**config.mk**
```make
export PLATFORM = sky130hd
export DESIGN_NAME = mem_ctrl_fsm
export DESIGN_NICKNAME = d
export VERILOG_FILES = /design/src/rtl/mem_ctrl_pkg.sv /design/src/rtl/mem_ctrl_fsm_wait_timer.sv /design/src/rtl/mem_ctrl_fsm.sv
export SDC_FILE = /design/constraint.sdc
export NUM_CORES = 1
export LEC_CHECK = 0
export ABC_AREA = 1
export ABC_CLOCK_PERIOD_IN_PS = 2600
export BUFFER_PORTS_ARGS = -buffer_cell sky130_fd_sc_hd__buf_2
export CAP_MARGIN = 20
export CORE_ASPECT_RATIO = 2
export CORE_UTILIZATION = 30
export CTS_CLUSTER_DIAMETER = 200
export DETAILED_ROUTE_END_ITERATION = 10
export PLACE_DENSITY = 0.62
export SLEW_MARGIN = 20
export SYNTH_ARGS = -nofsm -noshare
export SYNTH_HDL_FRONTEND = slang
export SYNTH_SLANG_ARGS = --single-unit
```
**constraint.sdc**
```tcl
create_clock -name clk -period 2.6 [get_ports clk]
set_input_delay 0.26 -clock clk [delete_from_list [all_inputs] [get_ports clk]]
set_output_delay 0.26 -clock clk [all_outputs]
set_load 0.005 [all_outputs]
```
**src/rtl/mem_ctrl_pkg.sv**
```systemverilog
// Shared definitions for the SRAM sequencer: one-hot state encoding (also
// decoded by the HEX status display) and strobe decode helpers.
package mem_ctrl_pkg;

  localparam int unsigned STATE_W = 13;
  localparam int unsigned DATA_W  = 16;

  typedef enum logic [STATE_W-1:0] {
    ST_RESET      = 13'h0001,
    ST_IDLE       = 13'h0002,
    ST_READ_ST0   = 13'h0004,
    ST_READ_ST1   = 13'h0008,
    ST_READ_ST2   = 13'h0010,
    ST_READ_WAIT  = 13'h0020,
    ST_READ_DONE  = 13'h0040,
    ST_WRITE_ST0  = 13'h0080,
    ST_WRITE_ST1  = 13'h0100,
    ST_WRITE_ST2  = 13'h0200,
    ST_WRITE_ST3  = 13'h0400,
    ST_WRITE_ST4  = 13'h0800,
    ST_WRITE_WAIT = 13'h1000
  } state_t;

  // Chip select is held for the whole device cycle; WRITE_ST0 only sets up
  // address/data, so select starts one state later on writes.
  function automatic logic cs_active(input state_t s);
    logic act;
    case (s)
      ST_READ_ST0, ST_READ_ST1, ST_READ_ST2, ST_READ_WAIT,
      ST_WRITE_ST1, ST_WRITE_ST2, ST_WRITE_ST3, ST_WRITE_ST4,
      ST_WRITE_WAIT: act = 1'b1;
      default:       act = 1'b0;
    endcase
    return act;
  endfunction

  function automatic logic oe_active(input state_t s);
    logic act;
    case (s)
      ST_READ_ST1, ST_READ_ST2, ST_READ_WAIT: act = 1'b1;
      default:                                act = 1'b0;
    endcase
    return act;
  endfunction

  // Write strobe is a fixed two-cycle pulse, disjoint from the read states,
  // so we_n and oe_n can never be low together.
  function automatic logic we_active(input state_t s);
    logic act;
    case (s)
      ST_WRITE_ST2, ST_WRITE_ST3: act = 1'b1;
      default:                    act = 1'b0;
    endcase
    return act;
  endfunction

endpackage

```
**src/rtl/mem_ctrl_fsm_wait_timer.sv**
```systemverilog
// Clearable up-counter with a terminal-count flag; shared by the power-up
// settle delay and the device ack timeout.
module wait_timer #(
  parameter int unsigned WIDTH = 8
) (
  input  logic             clk,
  input  logic             clear,
  input  logic             enable,
  input  logic [WIDTH-1:0] limit,
  output logic             done
);

  logic [WIDTH-1:0] count_r;

  // Count register: clear has priority over enable, otherwise hold.
  always_ff @(posedge clk) begin
    if (clear) begin
      count_r <= {WIDTH{1'b0}};
    end else if (enable) begin
      count_r <= count_r + WIDTH'(1'b1);
    end else begin
      count_r <= count_r;
    end
  end

  assign done = (count_r == limit);

endmodule

```
**src/rtl/mem_ctrl_fsm.sv**
```systemverilog
// SRAM-style memory sequencer: accepts one request in IDLE, walks fixed
// setup/strobe/hold phases, waits for the device ack with a timeout and
// exports its one-hot state plus the last read word for the status display.
module mem_ctrl_fsm
  import mem_ctrl_pkg::*;
#(
  parameter int unsigned ADDR_W    = 16,
  parameter int unsigned RESET_CYC = 8,
  parameter int unsigned WAIT_MAX  = 255
) (
  input  logic               clk,
  input  logic               reset,
  input  logic               req_valid,
  input  logic               req_write,
  input  logic [ADDR_W-1:0]  req_addr,
  input  logic [DATA_W-1:0]  req_wdata,
  output logic               req_ready,
  input  logic               rsp_ack,
  output logic               rsp_valid,
  output logic [DATA_W-1:0]  rsp_rdata,
  output logic               err_timeout,
  output logic [STATE_W-1:0] state,
  output logic [ADDR_W-1:0]  mem_addr,
  output logic [DATA_W-1:0]  mem_wdata,
  input  logic [DATA_W-1:0]  mem_rdata,
  output logic               mem_cs_n,
  output logic               mem_oe_n,
  output logic               mem_we_n,
  input  logic               mem_ack
);

  localparam int unsigned WAIT_W = $clog2(WAIT_MAX + 1);
  localparam int unsigned RST_W  = (RESET_CYC > 1) ? $clog2(RESET_CYC) : 1;
  localparam int unsigned TMR_W  = (WAIT_W > RST_W) ? WAIT_W : RST_W;
  localparam logic [TMR_W-1:0] RST_LIMIT  = TMR_W'(RESET_CYC - 1);
  localparam logic [TMR_W-1:0] WAIT_LIMIT = TMR_W'(WAIT_MAX);

  state_t             state_r, next_s;
  logic               tmr_clear_s, tmr_en_s, tmr_done_s;
  logic [TMR_W-1:0]   tmr_limit_s;
  logic               accept_s, capture_s, timeout_s;
  logic [ADDR_W-1:0]  mem_addr_r;
  logic [DATA_W-1:0]  mem_wdata_r, rsp_rdata_r;
  logic               err_timeout_r, cs_n_r, oe_n_r, we_n_r;
  logic               req_ready_r, rsp_valid_r;

  wait_timer #(.WIDTH(TMR_W)) u_timer (
    .clk    (clk),
    .clear  (tmr_clear_s),
    .enable (tmr_en_s),
    .limit  (tmr_limit_s),
    .done   (tmr_done_s)
  );

  // Next-state, timer control and datapath load enables.
  always_comb begin
    next_s      = state_r;
    tmr_clear_s = 1'b0;
    tmr_en_s    = 1'b0;
    accept_s    = 1'b0;
    capture_s   = 1'b0;
    timeout_s   = 1'b0;
    tmr_limit_s = (state_r == ST_RESET) ? RST_LIMIT : WAIT_LIMIT;
    if (reset) begin
      next_s      = ST_RESET;
      tmr_clear_s = 1'b1;
    end else begin
      case (state_r)
        ST_RESET: begin
          if (tmr_done_s) next_s = ST_IDLE;
          else            tmr_en_s = 1'b1;
        end
        ST_IDLE: begin
          if (req_valid) begin
            accept_s = 1'b1;
            next_s   = req_write ? ST_WRITE_ST0 : ST_READ_ST0;
          end else begin
            next_s = ST_IDLE;
          end
        end
        ST_READ_ST0: next_s = ST_READ_ST1;
        ST_READ_ST1: next_s = ST_READ_ST2;
        ST_READ_ST2: begin
          tmr_clear_s = 1'b1;
          next_s      = ST_READ_WAIT;
        end
        // Ack is tested before the timer so a same-cycle ack still succeeds.
        ST_READ_WAIT: begin
          if (mem_ack) begin
            capture_s = 1'b1;
            next_s    = ST_READ_DONE;
          end else if (tmr_done_s) begin
            timeout_s = 1'b1;
            next_s    = ST_IDLE;
          end else begin
            tmr_en_s = 1'b1;
          end
        end
        ST_READ_DONE: begin
          if (rsp_ack) next_s = ST_IDLE;
          else         next_s = ST_READ_DONE;
        end
        ST_WRITE_ST0: next_s = ST_WRITE_ST1;
        ST_WRITE_ST1: next_s = ST_WRITE_ST2;
        ST_WRITE_ST2: next_s = ST_WRITE_ST3;
        ST_WRITE_ST3: next_s = ST_WRITE_ST4;
        ST_WRITE_ST4: begin
          tmr_clear_s = 1'b1;
          next_s      = ST_WRITE_WAIT;
        end
        ST_WRITE_WAIT: begin
          if (mem_ack) begin
            next_s = ST_IDLE;
          end else if (tmr_done_s) begin
            timeout_s = 1'b1;
            next_s    = ST_IDLE;
          end else begin
            tmr_en_s = 1'b1;
          end
        end
        default: begin
          next_s      = ST_RESET;
          tmr_clear_s = 1'b1;
        end
      endcase
    end
  end

  // State and registered outputs; strobes decode the next state so they
  // change on the same edge as the state they belong to.
  always_ff @(posedge clk) begin
    if (reset) begin
      state_r       <= ST_RESET;
      mem_addr_r    <= {ADDR_W{1'b0}};
      mem_wdata_r   <= 16'h0000;
      rsp_rdata_r   <= 16'h0000;
      err_timeout_r <= 1'b0;
      cs_n_r        <= 1'b1;
      oe_n_r        <= 1'b1;
      we_n_r        <= 1'b1;
      req_ready_r   <= 1'b0;
      rsp_valid_r   <= 1'b0;
    end else begin
      state_r     <= next_s;
      cs_n_r      <= ~cs_active(next_s);
      oe_n_r      <= ~oe_active(next_s);
      we_n_r      <= ~we_active(next_s);
      req_ready_r <= (next_s == ST_IDLE);
      rsp_valid_r <= (next_s == ST_READ_DONE);
      if (accept_s) begin
        mem_addr_r  <= req_addr;
        mem_wdata_r <= req_wdata;
      end else begin
        mem_addr_r  <= mem_addr_r;
        mem_wdata_r <= mem_wdata_r;
      end
      if (capture_s) rsp_rdata_r <= mem_rdata;
      else           rsp_rdata_r <= rsp_rdata_r;
      if (accept_s)       err_timeout_r <= 1'b0;
      else if (timeout_s) err_timeout_r <= 1'b1;
      else                err_timeout_r <= err_timeout_r;
    end
  end

  assign state       = state_r;
  assign req_ready   = req_ready_r;
  assign rsp_valid   = rsp_valid_r;
  assign rsp_rdata   = rsp_rdata_r;
  assign err_timeout = err_timeout_r;
  assign mem_addr    = mem_addr_r;
  assign mem_wdata   = mem_wdata_r;
  assign mem_cs_n    = cs_n_r;
  assign mem_oe_n    = oe_n_r;
  assign mem_we_n    = we_n_r;

endmodule

```
After elaboration in Yosys (flattened, before gate mapping) --
Index checks and enable logic that the tools add are counted.
Storage, ports and cells: register bits after elaboration 75, word-level logic and storage cells 77
Cells by class: bitwise logic cells 3, eq/ne operators 25, reduce and logical (&&, ||, !) cells 6, add/sub/neg operators 1, multiplexer cells 31
Operator list (number):
- one-hot mux 13 bit (13 select lines) | 1
- two-way mux 13 bit | 4
- == test 13 x 10 -> 1 bit, second input constant | 2
- == test 13 x 11 -> 1 bit, second input constant | 2
- == test 13 x 12 -> 1 bit, second input constant | 2
- == test 13 bit, second input constant | 2
- == test 13 x 2 -> 1 bit, second input constant | 2
- == test 13 x 3 -> 1 bit, second input constant | 2
- == test 13 x 4 -> 1 bit, second input constant | 2
- == test 13 x 5 -> 1 bit, second input constant | 2
- == test 13 x 6 -> 1 bit, second input constant | 2
- == test 13 x 7 -> 1 bit, second input constant | 2
- == test 13 x 9 -> 1 bit, second input constant | 2
- two-way mux 8 bit | 3
- two-way mux 1 bit | 21
- == test 13 x 1 -> 1 bit, second input constant | 1
- == test 13 x 8 -> 1 bit, second input constant | 1
- OR reduction 11 bit | 1
- OR reduction 9 bit | 1
- adder 8 x 1 -> 8 bit, second input constant | 1
- == test 8 bit | 1
- two-way mux 7 bit | 1
- OR reduction 2 bit | 3
- NOT 1 bit | 3
- 2 further kinds | 2

Depth between registers and ports, before layout --
Gate-level depths: netlist of the first run.
word-level depth 12, gate-level depth with buffers 13, mapped depth without buffers 13

Modules after synthesis --
A second synthesis of the first run with hierarchy kept.
Second synthesis, totals: cell total of the unflattened synthesis 437, area total of the unflattened synthesis 3244.4 µm²
Modules (own cells, without submodules):
- mem_ctrl_fsm | seq. area each 1341.3 µm², area an instance 2771.4 µm², cells each 367, times used 1
- wait_timer | seq. area each 160.2 µm², area an instance 473.0 µm², cells each 70, times used 1

Least setup slack after synthesis of the first run --
Ideal clock, no wire load.
path type register -> register, start register state_r[5] (netlist: state[5]), end register cs_n_r (netlist: mem_cs_n), stages on the path, launching flop included 13, path slack 1.018 ns, data required time 2.487 ns, library setup time 0.113 ns, arrival time 1.468 ns, period minus slack after synthesis 1.582 ns, cells stage by stage dfxtp_1 > nor2_2 > nand2_4 > nor2_8 > nand2_1 > nand2_1 > nor2_1 > nand2_1 > nor2_4 > nor2_8 > nand2_1 > nand3_1 > nor2_1
Between the ends: word-level cells in the longest chain between the ends 12, elaborated cells on any way between the ends 33, classes of those cells 23 x eq/ne; 8 x mux; 1 x bitwise; 1 x reduce/logical
RTL lines:
- from (decl) | RTL line mem_ctrl_fsm.sv:38 | state_t state_r, next_s;
- from (signal assigned) | RTL line mem_ctrl_fsm.sv:144 | state_r <= next_s;
- == test 13 x 1 -> 1 bit | RTL line mem_ctrl_fsm.sv:63, mem_ctrl_fsm.sv:68
- two-way mux 8 bit | RTL line mem_ctrl_fsm.sv:63 | tmr_limit_s = (state_r == ST_RESET) ? RST_LIMIT : WAIT_LIMIT;
- == test 8 bit | RTL line mem_ctrl_fsm_wait_timer.sv:26 | assign done = (count_r == limit);
- two-way mux 13 bit | RTL line mem_ctrl_fsm.sv:70, mem_ctrl_fsm.sv:92, mem_ctrl_fsm.sv:114
- two-way mux 13 bit, on equally long branches | RTL line mem_ctrl_fsm.sv:112, mem_ctrl_fsm.sv:89
- one-hot mux 13 bit (13 select lines) (*) | RTL line mem_ctrl_fsm.sv:68 | case (state_r)
- two-way mux 13 bit (*) | RTL line mem_ctrl_fsm.sv:64 | if (reset) begin
- == test 13 x 10 -> 1 bit (tied with other cells) | RTL line mem_ctrl_pkg.sv:28 | case (s)
- OR reduction 9 bit (*) | RTL line mem_ctrl_pkg.sv:28
- two-way mux 1 bit (*) | RTL line mem_ctrl_pkg.sv:28
- two-way mux 1 bit (*) | RTL line mem_ctrl_fsm.sv:132 | if (reset) begin
- NOT 1 bit (*) | RTL line mem_ctrl_fsm.sv:145 | cs_n_r <= ~cs_active(next_s);
- to (signal assigned) | RTL line mem_ctrl_fsm.sv:145
- to (decl) | RTL line mem_ctrl_fsm.sv:44 | logic err_timeout_r, cs_n_r, oe_n_r, we_n_r;
Mark *: on every way between the ends. The rest lies on a longest branch, timed or not. The select of a mux whose other input is x is not followed. A chain may end at the register's enable or synchronous reset.

Worst setup path in the final report of the first run --
start register state_r[7] (netlist: state[7]), end register err_timeout_r (netlist: err_timeout)
Between the ends: word-level cells in the longest chain between the ends 7, elaborated cells on any way between the ends 14, classes of those cells 5 x eq/ne; 7 x mux; 2 x reduce/logical
RTL lines:
- == test 13 x 1 -> 1 bit | RTL line mem_ctrl_fsm.sv:63
- two-way mux 8 bit | RTL line mem_ctrl_fsm.sv:63
- == test 8 bit | RTL line mem_ctrl_fsm_wait_timer.sv:26
- two-way mux 1 bit | RTL line mem_ctrl_fsm.sv:92, mem_ctrl_fsm.sv:114
- two-way mux 1 bit | RTL line mem_ctrl_fsm.sv:112 | if (mem_ack) begin
- two-way mux 1 bit
- two-way mux 1 bit | RTL line mem_ctrl_fsm.sv:64
- to (signal assigned) | RTL line mem_ctrl_fsm.sv:161 | else err_timeout_r <= err_timeout_r;
- to (decl) | RTL line mem_ctrl_fsm.sv:44
Several ways; a longest one is shown, not always the timed one.

==> results of run 1 <==
-- cell type report --
cell class	instances	area (um2)
timing repair buffer	123	623
inverter	42	158
multi-input combinational	309	1570
fill	1163	6460
tap	140	175
clock buffer	9	225
clock inverter	7	92.6
sequential	75	1500
-- flip-flops by register name (all words and copies together) (netlist names) --
signal,count
u_timer.count_r,8
mem_we_n,1
mem_wdata,16
state,13
rsp_rdata,16
err_timeout,1
rsp_valid,1
mem_addr,16
mem_oe_n,1
mem_cs_n,1
req_ready,1
-- metal layers --
metal / share of wire [%] / track usage, % / vias to the layer above
met5: 0 / 0 / -
met4: 4.3 / 10.4 / 0
met1: 36 / 15.0 / 1461
met2: 56 / 32.5 / 103
met3: 3.8 / 3.52 / 23
li1: - / - / 1682
-- critical path, stage by stage, from the launching register on --
cell and delay [ps]:
sky130_fd_sc_hd__dfxtp_1 420, sky130_fd_sc_hd__nor2_2 90, sky130_fd_sc_hd__nand2_4 130, sky130_fd_sc_hd__nor2_1 60, sky130_fd_sc_hd__nand2_1 100, sky130_fd_sc_hd__inv_1 80, sky130_fd_sc_hd__nand2_2 70, sky130_fd_sc_hd__clkinv_1 740
sky130_fd_sc_hd__nor3_1 400
-- path summary, 6_finish.rpt --
kind                start            to  slack, ps  depth (start not counted)
max reg2reg      state[7]   err_timeout        420                          8
min reg2reg  mem_wdata[7]  mem_wdata[7]        470                          2
min             req_write      state[2]        120                          2
max              state[7]   err_timeout        420                          8
-- cells in the final DEF (no fill, tap or decap), types with 2 or more instances in the layout --
cell type and n:
sky130_fd_sc_hd__a211oi_1 2, sky130_fd_sc_hd__a21oi_1 10, sky130_fd_sc_hd__buf_2 120, sky130_fd_sc_hd__buf_4 3
sky130_fd_sc_hd__clkbuf_16 9, sky130_fd_sc_hd__dfxtp_1 75, sky130_fd_sc_hd__inv_1 35, sky130_fd_sc_hd__inv_2 6
sky130_fd_sc_hd__inv_6 3, sky130_fd_sc_hd__nand2_1 74, sky130_fd_sc_hd__nand2_2 8, sky130_fd_sc_hd__nand2_4 2
sky130_fd_sc_hd__nand3_1 78, sky130_fd_sc_hd__nand3_2 4, sky130_fd_sc_hd__nand3_4 2, sky130_fd_sc_hd__nand4_1 11
sky130_fd_sc_hd__nor2_1 69, sky130_fd_sc_hd__nor2_2 6, sky130_fd_sc_hd__nor2_4 5, sky130_fd_sc_hd__nor2_8 3
sky130_fd_sc_hd__nor3_1 5, sky130_fd_sc_hd__o21ai_0 17, sky130_fd_sc_hd__o21ai_1 6
-- power groups by stage --
stage / Clock [mW] / Sequential [mW] / Combinational, mW
4_1_cts: 1.35 / 1.18 / 0.229
6_report: 1.31 / 1.18 / 0.228
5_1_grt: 1.40 / 1.18 / 0.253
3_5_place_dp: 0 / 1.21 / 0.228
2_1_floorplan: 0 / 1.20 / 0.149
3_3_place_gp: 0 / 1.21 / 0.224
-- cells by family after synthesis --
logic type               Yosys count  share of synthesized area [%]
AO/OA/AOI/OAI                     37                           5.89
adder cells (fa/ha/maj)            1                          0.377
buffers and inverters             60                           7.21
flip-flops                        75                           45.3
AND/OR/NAND/NOR                  271                           41.2
-- through the flow --
stage               setup WS, ps  utilization [%]  total power [mW]
CTS                          371             40.2              2.76
finish                       421             40.2              2.72
detailed placement           380             37.3              1.43
global route                89.9             40.2              2.83
floorplan                   1020                -              1.35
global placement             424             37.3              1.43
==> metrics.sh, run 1 <==
DRT-INITIAL-DRC-COUNT=114
WORST_IR_DROP_VDD_mV=0.426
CTS.HTREE.LEVELS=3
POWER.SHARE.COMBINATIONAL_PCT=8.4
CTS-ROOT-TO-SINK-BUFFERS=2
INITIAL_CORE_UTIL_PCT=30.7
MAX_SLEW.WORST_PIN.SLEW_PS=954
NUMBER_OF_GLOBAL_ROUTE_VIAS_BEFORE_REPAIR=3163
SETUP-VIOLATIONS-FINAL=0
CLK_TRANSITION_REPORTED_PATHS_PS=60
FINAL_MAX_SLEW_VIOL_COUNT=0
POWER.SWITCHING_FRACTION_PCT=25.6
CLKLATENCYLATEPIN_PS=340
INTERNAL_POWER_mW=2.02
CTS_ROOT_BUF='sky130_fd_sc_hd__clkbuf_16'
HPWL_UM=7000
ANTENNA_LEFT=0
POST_SYNTH_NUM_CELL_TYPES=31
SYNTH_SEQ_AREA_SHARE_PCT=45.3
SETUP-TNS-FINAL_PS=0
SYNTHTOPCELLSBYAREA='sky130_fd_sc_hd__dfxtp_1 (45%), sky130_fd_sc_hd__nand3_1 (12%), sky130_fd_sc_hd__nand2_1 (8.4%)'
RUN_STATUS='finished, final reports clean'
HOLD_CLASS='in -> reg'
CLOCK-SKEW-FINAL_PS=11.2
POSTSYNTHNETCOUNT=499
CTS-RESIZED-GATES=0
CTS_TREE='built'
SYNTH.MOST_COMMON_CELL='sky130_fd_sc_hd__nand3_1'
FP.DIEW_UM=76.3
ROUTE.FINAL.WIRE_LENGTH_UM=9130
SETUP.WORST_PATH.CLASS='reg -> reg'
GLOBAL_ROUTE.USAGE.TOTAL_PCT=16.5
FIN_HOLD_WS_PS=123
FIN_CELLS=705
CP_MAX_FO=34
SYN_AREA_UM2=3310
CELLLEAKAGEPOWER_nW=2.31
ROUTED_WIRE_LENGTH_PER_INSTANCE_UM=12.9
WORST_SLEW_MARGIN_REL_PCT=36.0
NNETSFINAL=615
FP.DIEH_UM=151
SYNTH-MAIN-FF-CELL='sky130_fd_sc_hd__dfxtp_1'
GRT_SETUP_UNREPAIRED='false'
CLK_SINKS=75
YS_FF_LATCH=75
SYNTHESIS.AREA_PER_INSTANCE_UM2=7.46
EDFF_COUNT_SYNTH=0
PLACE_INST=689
PORTBUFFERS=120
FINAL_LAYOUT_SIZE_SUFFIX_GT1_SHARE_PCT=31.5
TIMING.CRITICAL_PATH.REQUIRED_PS=2840
SWITCHING_POWER_mW=0.696
MIN_PERIOD_OVER_PERIOD_PCT=83.8
NETLIST.TOP_CELL.BY_AREA='sky130_fd_sc_hd__dfxtp_1'
GLOBAL_ROUTE_WIRE_LENGTH_BEFORE_REPAIR_UM=14600
SEQ_POWER_SHARE_PCT=43.5
CTS_HOLD_BUF=0
TRITONCTS.NUM_BUFFERS=9
ANTENNA-DIODE-COUNT=0
CELLS_AFTER_SYNTHESIS=444
SETUP.WORST_PATH.START_CLASS='register'
DRTPASS1ITERATIONS=4
ROUTE.VIAS.TOTAL=3269
VIA_PER_INST=4.64
POWER.CLOCK.FRACTION_PCT=48.1
PWR_DENSITY_CELL_nW_PER_UM2=625
WORST_SETUP_PATH_END_KIND='register'
AREA.GROWTH.SYNTH_TO_FINAL_PCT=31.2
WORST-ENDPOINT-ARRIVAL_PS=2420
SYNTHARSTFLOPSHARE_PCT=0
YOSYS.AREA.TOP_TYPE_SHARE_PCT=45.3
CTS_SETUP_BUFFERS=0
NUMBER_OF_HOLD_VIOLATIONS_IN_THE_FINAL_REPORT=0
DESIGN.CORE.AREA_UM2=10800
PIN_COUNT_OF_THE_BIGGEST_NET_ENTERING_GLOBAL_ROUTING=65
SYNTHTOPCELLSBYCOUNT='sky130_fd_sc_hd__nand3_1 (78), sky130_fd_sc_hd__dfxtp_1 (75), sky130_fd_sc_hd__nand2_1 (74), sky130_fd_sc_hd__nor2_1 (69), sky130_fd_sc_hd__inv_1 (36)'
GRT.OVERFLOW.TOTAL=0
DPL_CELL_AREA_UM2=4030
DESIGN_AREA_UM2=4350
SYNTH.YOSYS.WARNINGS=0
ANTENNA_FOUND_INITIAL=0
CAP_VIOL_MAX_COUNT=0
FINAL.MIN_CLOCK_PERIOD_PS=2180
NUM_IO_PINS=121
DIE_AREA_UM2=11500
ACHIEVABLE-FREQUENCY_MHz=459
ROWS=54
GP_CONGESTION=0.863
POST-ROUTE-DRC-COUNT=0
No activity file was read; power rests on OpenSTA's default activity.
==> inputs of run 2 (changes only) <==
--- a/config.mk
+++ b/config.mk
@@ -6,14 +6,14 @@
 export NUM_CORES = 1
 export LEC_CHECK = 0
 export ABC_AREA = 1
-export ABC_CLOCK_PERIOD_IN_PS = 2600
+export ABC_CLOCK_PERIOD_IN_PS = 1900
 export BUFFER_PORTS_ARGS = -buffer_cell sky130_fd_sc_hd__buf_2
 export CAP_MARGIN = 20
 export CORE_ASPECT_RATIO = 2
 export CORE_UTILIZATION = 30
 export CTS_CLUSTER_DIAMETER = 200
 export DETAILED_ROUTE_END_ITERATION = 10
-export PLACE_DENSITY = 0.62
+export PLACE_DENSITY = 0.64
 export SLEW_MARGIN = 20
 export SYNTH_ARGS = -nofsm -noshare
 export SYNTH_HDL_FRONTEND = slang
==> constraint.sdc (replaced) <==
create_clock -name clk -period 1.9 [get_ports clk]
set_input_delay 0.19 -clock clk [delete_from_list [all_inputs] [get_ports clk]]
set_output_delay 0.19 -clock clk [all_outputs]
set_load 0.005 [all_outputs]
==> run 2 against run 1 <==
Against the previous run: combinational power grew 46%; sequential cell count is the same; routed wire length grew 3.0%.
==> metrics.sh, run 2 (synthesis gave the netlist of run 1 again) <==
RUN_STATUS='finished, final reports clean'
AREA.GROWTH.SYNTH_TO_FINAL_PCT=34.0
INITIAL_CORE_UTIL_PCT=30.7
CTS-ROOT-TO-SINK-BUFFERS=2
MOST_FREQUENT_STANDARD_CELL_IN_THE_LAYOUT_EXCLUDING_FILL_AND_TAP_CELLS='sky130_fd_sc_hd__buf_2'
FINAL_LAYOUT_SIZE_SUFFIX_GT1_SHARE_PCT=34.6
GLOBAL_ROUTE_WIRE_LENGTH_BEFORE_REPAIR_UM=15200
CLK_TRANSITION_REPORTED_PATHS_PS=60
GRT.OVERFLOW.TOTAL=0
GP_CONGESTION=0.914
MAX_SLEW.WORST_PIN.SLEW_PS=512
WORST_SETUP_PATH_END_KIND='register'
PIN_COUNT_OF_THE_BIGGEST_NET_ENTERING_GLOBAL_ROUTING=57
CELLLEAKAGEPOWER_nW=2.37
MIN_PERIOD_OVER_PERIOD_PCT=94.3
ROUTE.FINAL.WIRE_LENGTH_UM=9400
ANTENNA_LEFT=0
CLKLATENCYLATEPIN_PS=330
WORST_SLEW_MARGIN_REL_PCT=65.9
PLACE_INST=691
PWR_DENSITY_CELL_nW_PER_UM2=792
CTS_TREE='built'
CRIT_START='state[2]'
WORST_IR_DROP_VDD_mV=0.418
SETUP.WORST_PATH.CLASS='reg -> reg'
CAP_VIOL_MAX_COUNT=0
FIN_HOLD_WS_PS=73.5
HPWL_UM=7160
DRTPASS1ITERATIONS=5
PORTBUFFERS=120
NUMBER_OF_GLOBAL_ROUTE_VIAS_BEFORE_REPAIR=3325
NNETSFINAL=624
FP.DIEW_UM=76.3
ROWS=54
FP.DIEH_UM=151
HOLD_CLASS='in -> reg'
ANTENNA_FOUND_INITIAL=0
POST-ROUTE-DRC-COUNT=0
NUMBER_OF_HOLD_VIOLATIONS_IN_THE_FINAL_REPORT=0
CP_MAX_FO=8
WORST-ENDPOINT-ARRIVAL_PS=2060
CRIT-REG2REG-LAUNCH='state[2]'
DESIGN.CORE.AREA_UM2=10800
FINAL.MIN_CLOCK_PERIOD_PS=1790
ANTENNA-DIODE-COUNT=0
SETUP-VIOLATIONS-FINAL=0
WORST-R2R-SETUP-SLACK_PS=110
TRITONCTS.NUM_BUFFERS=9
VIA_PER_INST=4.70
DIE_AREA_UM2=11500
LAYOUT.CELLS.MOST_COMMON_LIST='sky130_fd_sc_hd__buf_2 (120), sky130_fd_sc_hd__nand3_1 (77), sky130_fd_sc_hd__nand2_1 (72)'
CLK_SINKS=75
CLOCK-SKEW-FINAL_PS=5.52
FINAL_MAX_SLEW_VIOL_COUNT=0
CTS.HTREE.LEVELS=3
TIMING.CRITICAL_PATH.REQUIRED_PS=2160
ROUTE.VIAS.TOTAL=3351
MIN-DELAY-START='req_write'
FIN_CELLS=713
ROUTED_WIRE_LENGTH_PER_INSTANCE_UM=13.2
CTS_ROOT_BUF='sky130_fd_sc_hd__clkbuf_16'
NUM_IO_PINS=121
ACHIEVABLE-FREQUENCY_MHz=558
DRT-INITIAL-DRC-COUNT=139
SETUP.WORST_PATH.START_CLASS='register'
GLOBAL_ROUTE.USAGE.TOTAL_PCT=16.9
==> run 2: what timing repair did <==
item	4_1_cts	5_1_grt
gates resized for setup	0	17
hold buffers	0	0
buffers inserted	0	7
setup endpoints to repair	0	14
==> run 2: power by group <==
group / total (mW) / internal (mW) / leakage (nW) / switching, mW
logic: 0.333 / 0.133 / 1.63 / 0.200
clock network: 1.57 / 0.891 / 0.130 / 0.676
registers: 1.62 / 1.60 / 0.608 / 0.0241
==> run 2: final timing paths <==
| kind | end | cells after the start |
|---|---|---|
| worst max-delay path | mem_cs_n | 11 |
| worst min register to register | mem_wdata[15] | 2 |
| worst max register to register | mem_cs_n | 11 |
| worst min-delay path | state[2] | 2 |
==> run 2: layer usage <==
metal	share of wire, %	global-route usage, %	wire length [um]	vias up
met5	0	0	0	-
met4	4.4	11.6	410	0
met3	3.2	2.85	300	30
met2	56	33.0	5290	110
met1	36	15.7	3400	1523
li1	-	-	-	1688
==> run 2: worst max-delay path: stages, from the launching register on <==
cell                      delay [ps]
sky130_fd_sc_hd__dfxtp_1         350
sky130_fd_sc_hd__nor2_4          210
sky130_fd_sc_hd__nand2_1         120
sky130_fd_sc_hd__nor2_4          120
sky130_fd_sc_hd__nand2_2         110
sky130_fd_sc_hd__nand2_2          90
sky130_fd_sc_hd__nand3_4         120
sky130_fd_sc_hd__nand2_1         120
sky130_fd_sc_hd__nand2_1         110
sky130_fd_sc_hd__o21ai_1         160
sky130_fd_sc_hd__nand3_1          90
sky130_fd_sc_hd__nor2_1          110
==> run 2: layout make-up <==
class | instances | area [um2]
Clock buffer | 9 | 225
Clock inverter | 6 | 52.6
Fill cell | 1141 | 6370
Inverter | 42 | 158
Multi-Input combinational cell | 309 | 1600
Sequential cell | 75 | 1510
Tap cell | 140 | 175
Timing Repair Buffer | 132 | 719
==> run 2: through the flow <==
step                utilization [%]  TNS, ps  worst slack, ps  total power, mW  cell area [um2]
floorplan                         -        0              319             1.85             3310
global placement               37.5        0             43.8             1.96             4060
detailed placement             37.5        0             32.1             1.97             4060
CTS                            40.1        0             16.3             3.56             4340
global route                   41.1    -22.0            -15.5             3.69             4440
finish                         41.1        0              109             3.52             4440
==> inputs of run 3 (changes only) <==
--- a/config.mk
+++ b/config.mk
@@ -13,6 +13,7 @@
 export CORE_UTILIZATION = 30
 export CTS_CLUSTER_DIAMETER = 200
 export DETAILED_ROUTE_END_ITERATION = 10
+export HOLD_SLACK_MARGIN = 0.12
 export PLACE_DENSITY = 0.64
 export SLEW_MARGIN = 20
 export SYNTH_ARGS = -nofsm -noshare
==> run 3 against run 2 <==
Against the previous run: total power rose by 2.7%; clock skew about the same; sequential cell count unchanged; design area increased by 12%; via count increased by 7.5%; die area unchanged; critical path depth is the same; clock power is essentially flat; non-clock buffer count grew 50; global-route usage grew 1.3 points; maximum frequency is essentially flat; sequential share of layout area fell by 3.6 points; largest cell class unchanged.
==> metrics.sh, run 3 (synthesis gave the netlist of run 1 again) <==
CRIT_START='state[2]'
CLKLATENCYLATEPIN_PS=330
CLK_TRANSITION_REPORTED_PATHS_PS=60
DESIGN.CORE.AREA_UM2=10800
TRITONCTS.NUM_BUFFERS=9
SETUP.WORST_PATH.CLASS='reg -> reg'
TIMING.CRITICAL_PATH.REQUIRED_PS=2150
CLOCK-SKEW-FINAL_PS=5.15
DRTPASS1ITERATIONS=4
ANTENNA_LEFT=0
CRIT-REG2REG-LAUNCH='state[2]'
SETUP.WORST_PATH.START_CLASS='register'
CLK_SINKS=75
CELL_CLASS_CONTRIBUTING_THE_BIGGEST_SHARE_OF_WORST_PATH_DELAY='simple AND/OR/NAND/NOR gates'
INITIAL_CORE_UTIL_PCT=30.7
WORSTREG2REGEND='state[12]'
CELLLEAKAGEPOWER_nW=2.58
ANTENNA_FOUND_INITIAL=0
ANTENNA-DIODE-COUNT=0
CRIT_SLOWEST_CELL='sky130_fd_sc_hd__dfxtp_1'
MAX_STAGE_DELAY_PS=350
DPL_CELL_AREA_UM2=4060
RUN_STATUS='finished, final reports clean'
VIA_PER_INST=4.72
SETUP-VIOLATIONS-FINAL=0
REG2REG_DEPTH=11
NUMBER_OF_HOLD_VIOLATIONS_IN_THE_FINAL_REPORT=0
CRIT_PATH_END='state[12]'
CTS.HTREE.LEVELS=3
AREA.GROWTH.SYNTH_TO_FINAL_PCT=49.8
WORST_SETUP_PATH_END_KIND='register'
WORST-R2R-SETUP-SLACK_PS=110
MOST_FREQUENT_STANDARD_CELL_IN_THE_LAYOUT_EXCLUDING_FILL_AND_TAP_CELLS='sky130_fd_sc_hd__buf_2'
WORST-ENDPOINT-ARRIVAL_PS=2050
ACHIEVABLE-FREQUENCY_MHz=558
ROUTE.FINAL.WIRE_LENGTH_UM=10300
CP_NUM_BUF_INV=1
NUMBER_OF_GLOBAL_ROUTE_VIAS_BEFORE_REPAIR=3607
CELL_BY_CELL_TRACE_OF_THE_CRITICAL_PATH='nor2_4, nand2_8, nor2_8, nand2_2, nand2_1, nor2_1, nand2_1, nor2_4, nor2_8, inv_2, a21oi_1'
MIN_PERIOD_OVER_PERIOD_PCT=94.3
WORSTSETUPPATHDEPTH=11
PWR_DENSITY_CELL_nW_PER_UM2=728
ROUTED_WIRE_LENGTH_PER_INSTANCE_UM=13.5
HPWL_UM=7160
MAX_SLEW.WORST_PIN.SLEW_PS=515
GLOBAL_ROUTE_WIRE_LENGTH_BEFORE_REPAIR_UM=16400
POST-ROUTE-DRC-COUNT=0
CAP_VIOL_MAX_COUNT=0
DESIGN_AREA_UM2=4960
PORTBUFFERS=120
CTS_TREE='built'
FINAL.MIN_CLOCK_PERIOD_PS=1790
GLOBAL_ROUTE.USAGE.TOTAL_PCT=18.2
FP.DIEW_UM=76.3
FP.DIEH_UM=151
FINAL_LAYOUT_SIZE_SUFFIX_GT1_SHARE_PCT=31.8
HOLD_CLASS='in -> reg'
DIE_AREA_UM2=11500
GRT.OVERFLOW.TOTAL=0
FIN_HOLD_WS_PS=185
PIN_COUNT_OF_THE_BIGGEST_NET_ENTERING_GLOBAL_ROUTING=57
FINAL_MAX_SLEW_VIOL_COUNT=0
WORST_IR_DROP_VDD_mV=0.498
ROWS=54
NUM_IO_PINS=121
LAYOUT.CELLS.MOST_COMMON_LIST='sky130_fd_sc_hd__buf_2 (120), sky130_fd_sc_hd__nand3_1 (77), sky130_fd_sc_hd__nand2_1 (71)'
GP_CONGESTION=0.914
CTS_ROOT_BUF='sky130_fd_sc_hd__clkbuf_16'
WORST_SLEW_MARGIN_REL_PCT=65.6
ROUTE.VIAS.TOTAL=3603
CP_MAX_FO=9
DRT-INITIAL-DRC-COUNT=183
NNETSFINAL=674
CTS-ROOT-TO-SINK-BUFFERS=2
[run 3: cell type report]
cell class	count	area [um2]
Tap cell	140	175
Sequential cell	75	1510
Inverter	42	158
Clock buffer	9	225
Clock inverter	6	52.6
Fill cell	1067	5850
Multi-Input combinational cell	309	1630
Timing Repair Buffer	182	1220
[run 3: worst min-delay path by stage]
stage,startpoint,end,cells past startpoint
6_report,req_valid,state[2],3
5_1_grt,req_valid,state[2],3
4_1_cts,req_valid,state[2],3
3_5_place_dp,req_addr[6],mem_addr[6],3
3_3_place_gp,req_addr[13],mem_addr[13],3
2_1_floorplan,req_write,state[2],1
[run 3: worst min-delay path: cells and delay by family]
| kind | cells | cell delay [ps] |
|---|---|---|
| AND/OR/NAND/NOR | 2 | 160 |
| buffers and inverters | 1 | 120 |
[run 3: metrics by stage]
| stage | setup TNS [ps] | utilization [%] | std cells | power (mW) | setup slack (ps) |
|---|---|---|---|---|---|
| after floorplan | 0 | - | 444 | 1.85 | 319 |
| after global placement | 0 | 37.5 | 691 | 1.96 | 43.8 |
| after detailed placement | 0 | 37.5 | 691 | 1.97 | 32.1 |
| after CTS | 0 | 44.7 | 755 | 3.64 | 16.3 |
| after global routing | -62.3 | 45.9 | 763 | 3.77 | -25.2 |
| final | 0 | 45.9 | 763 | 3.61 | 108 |
[run 3: timing repair]
item                                    in CTS  in global routing
resized for setup                            0                 20
endpoints found under the hold margin       50                  0
endpoints found under the setup margin       0                 14
buffers inserted                             0                  8
hold buffers                                49                  0
[run 3: metal layers]
| layer | global-route usage, % | share of wire (%) |
|---|---|---|
| met2 | 35.4 | 56 |
| met1 | 16.9 | 35 |
| met4 | 13.0 | 4.6 |
| met5 | 0 | 0 |
| met3 | 3.03 | 4.0 |
[run 3: power by group]
group	total (mW)	switching [mW]	internal [mW]	leakage, nW
registers	1.62	0.0241	1.60	0.607
logic	0.420	0.222	0.198	1.84
clock network	1.57	0.683	0.891	0.130
total	3.61	0.929	2.68	2.58
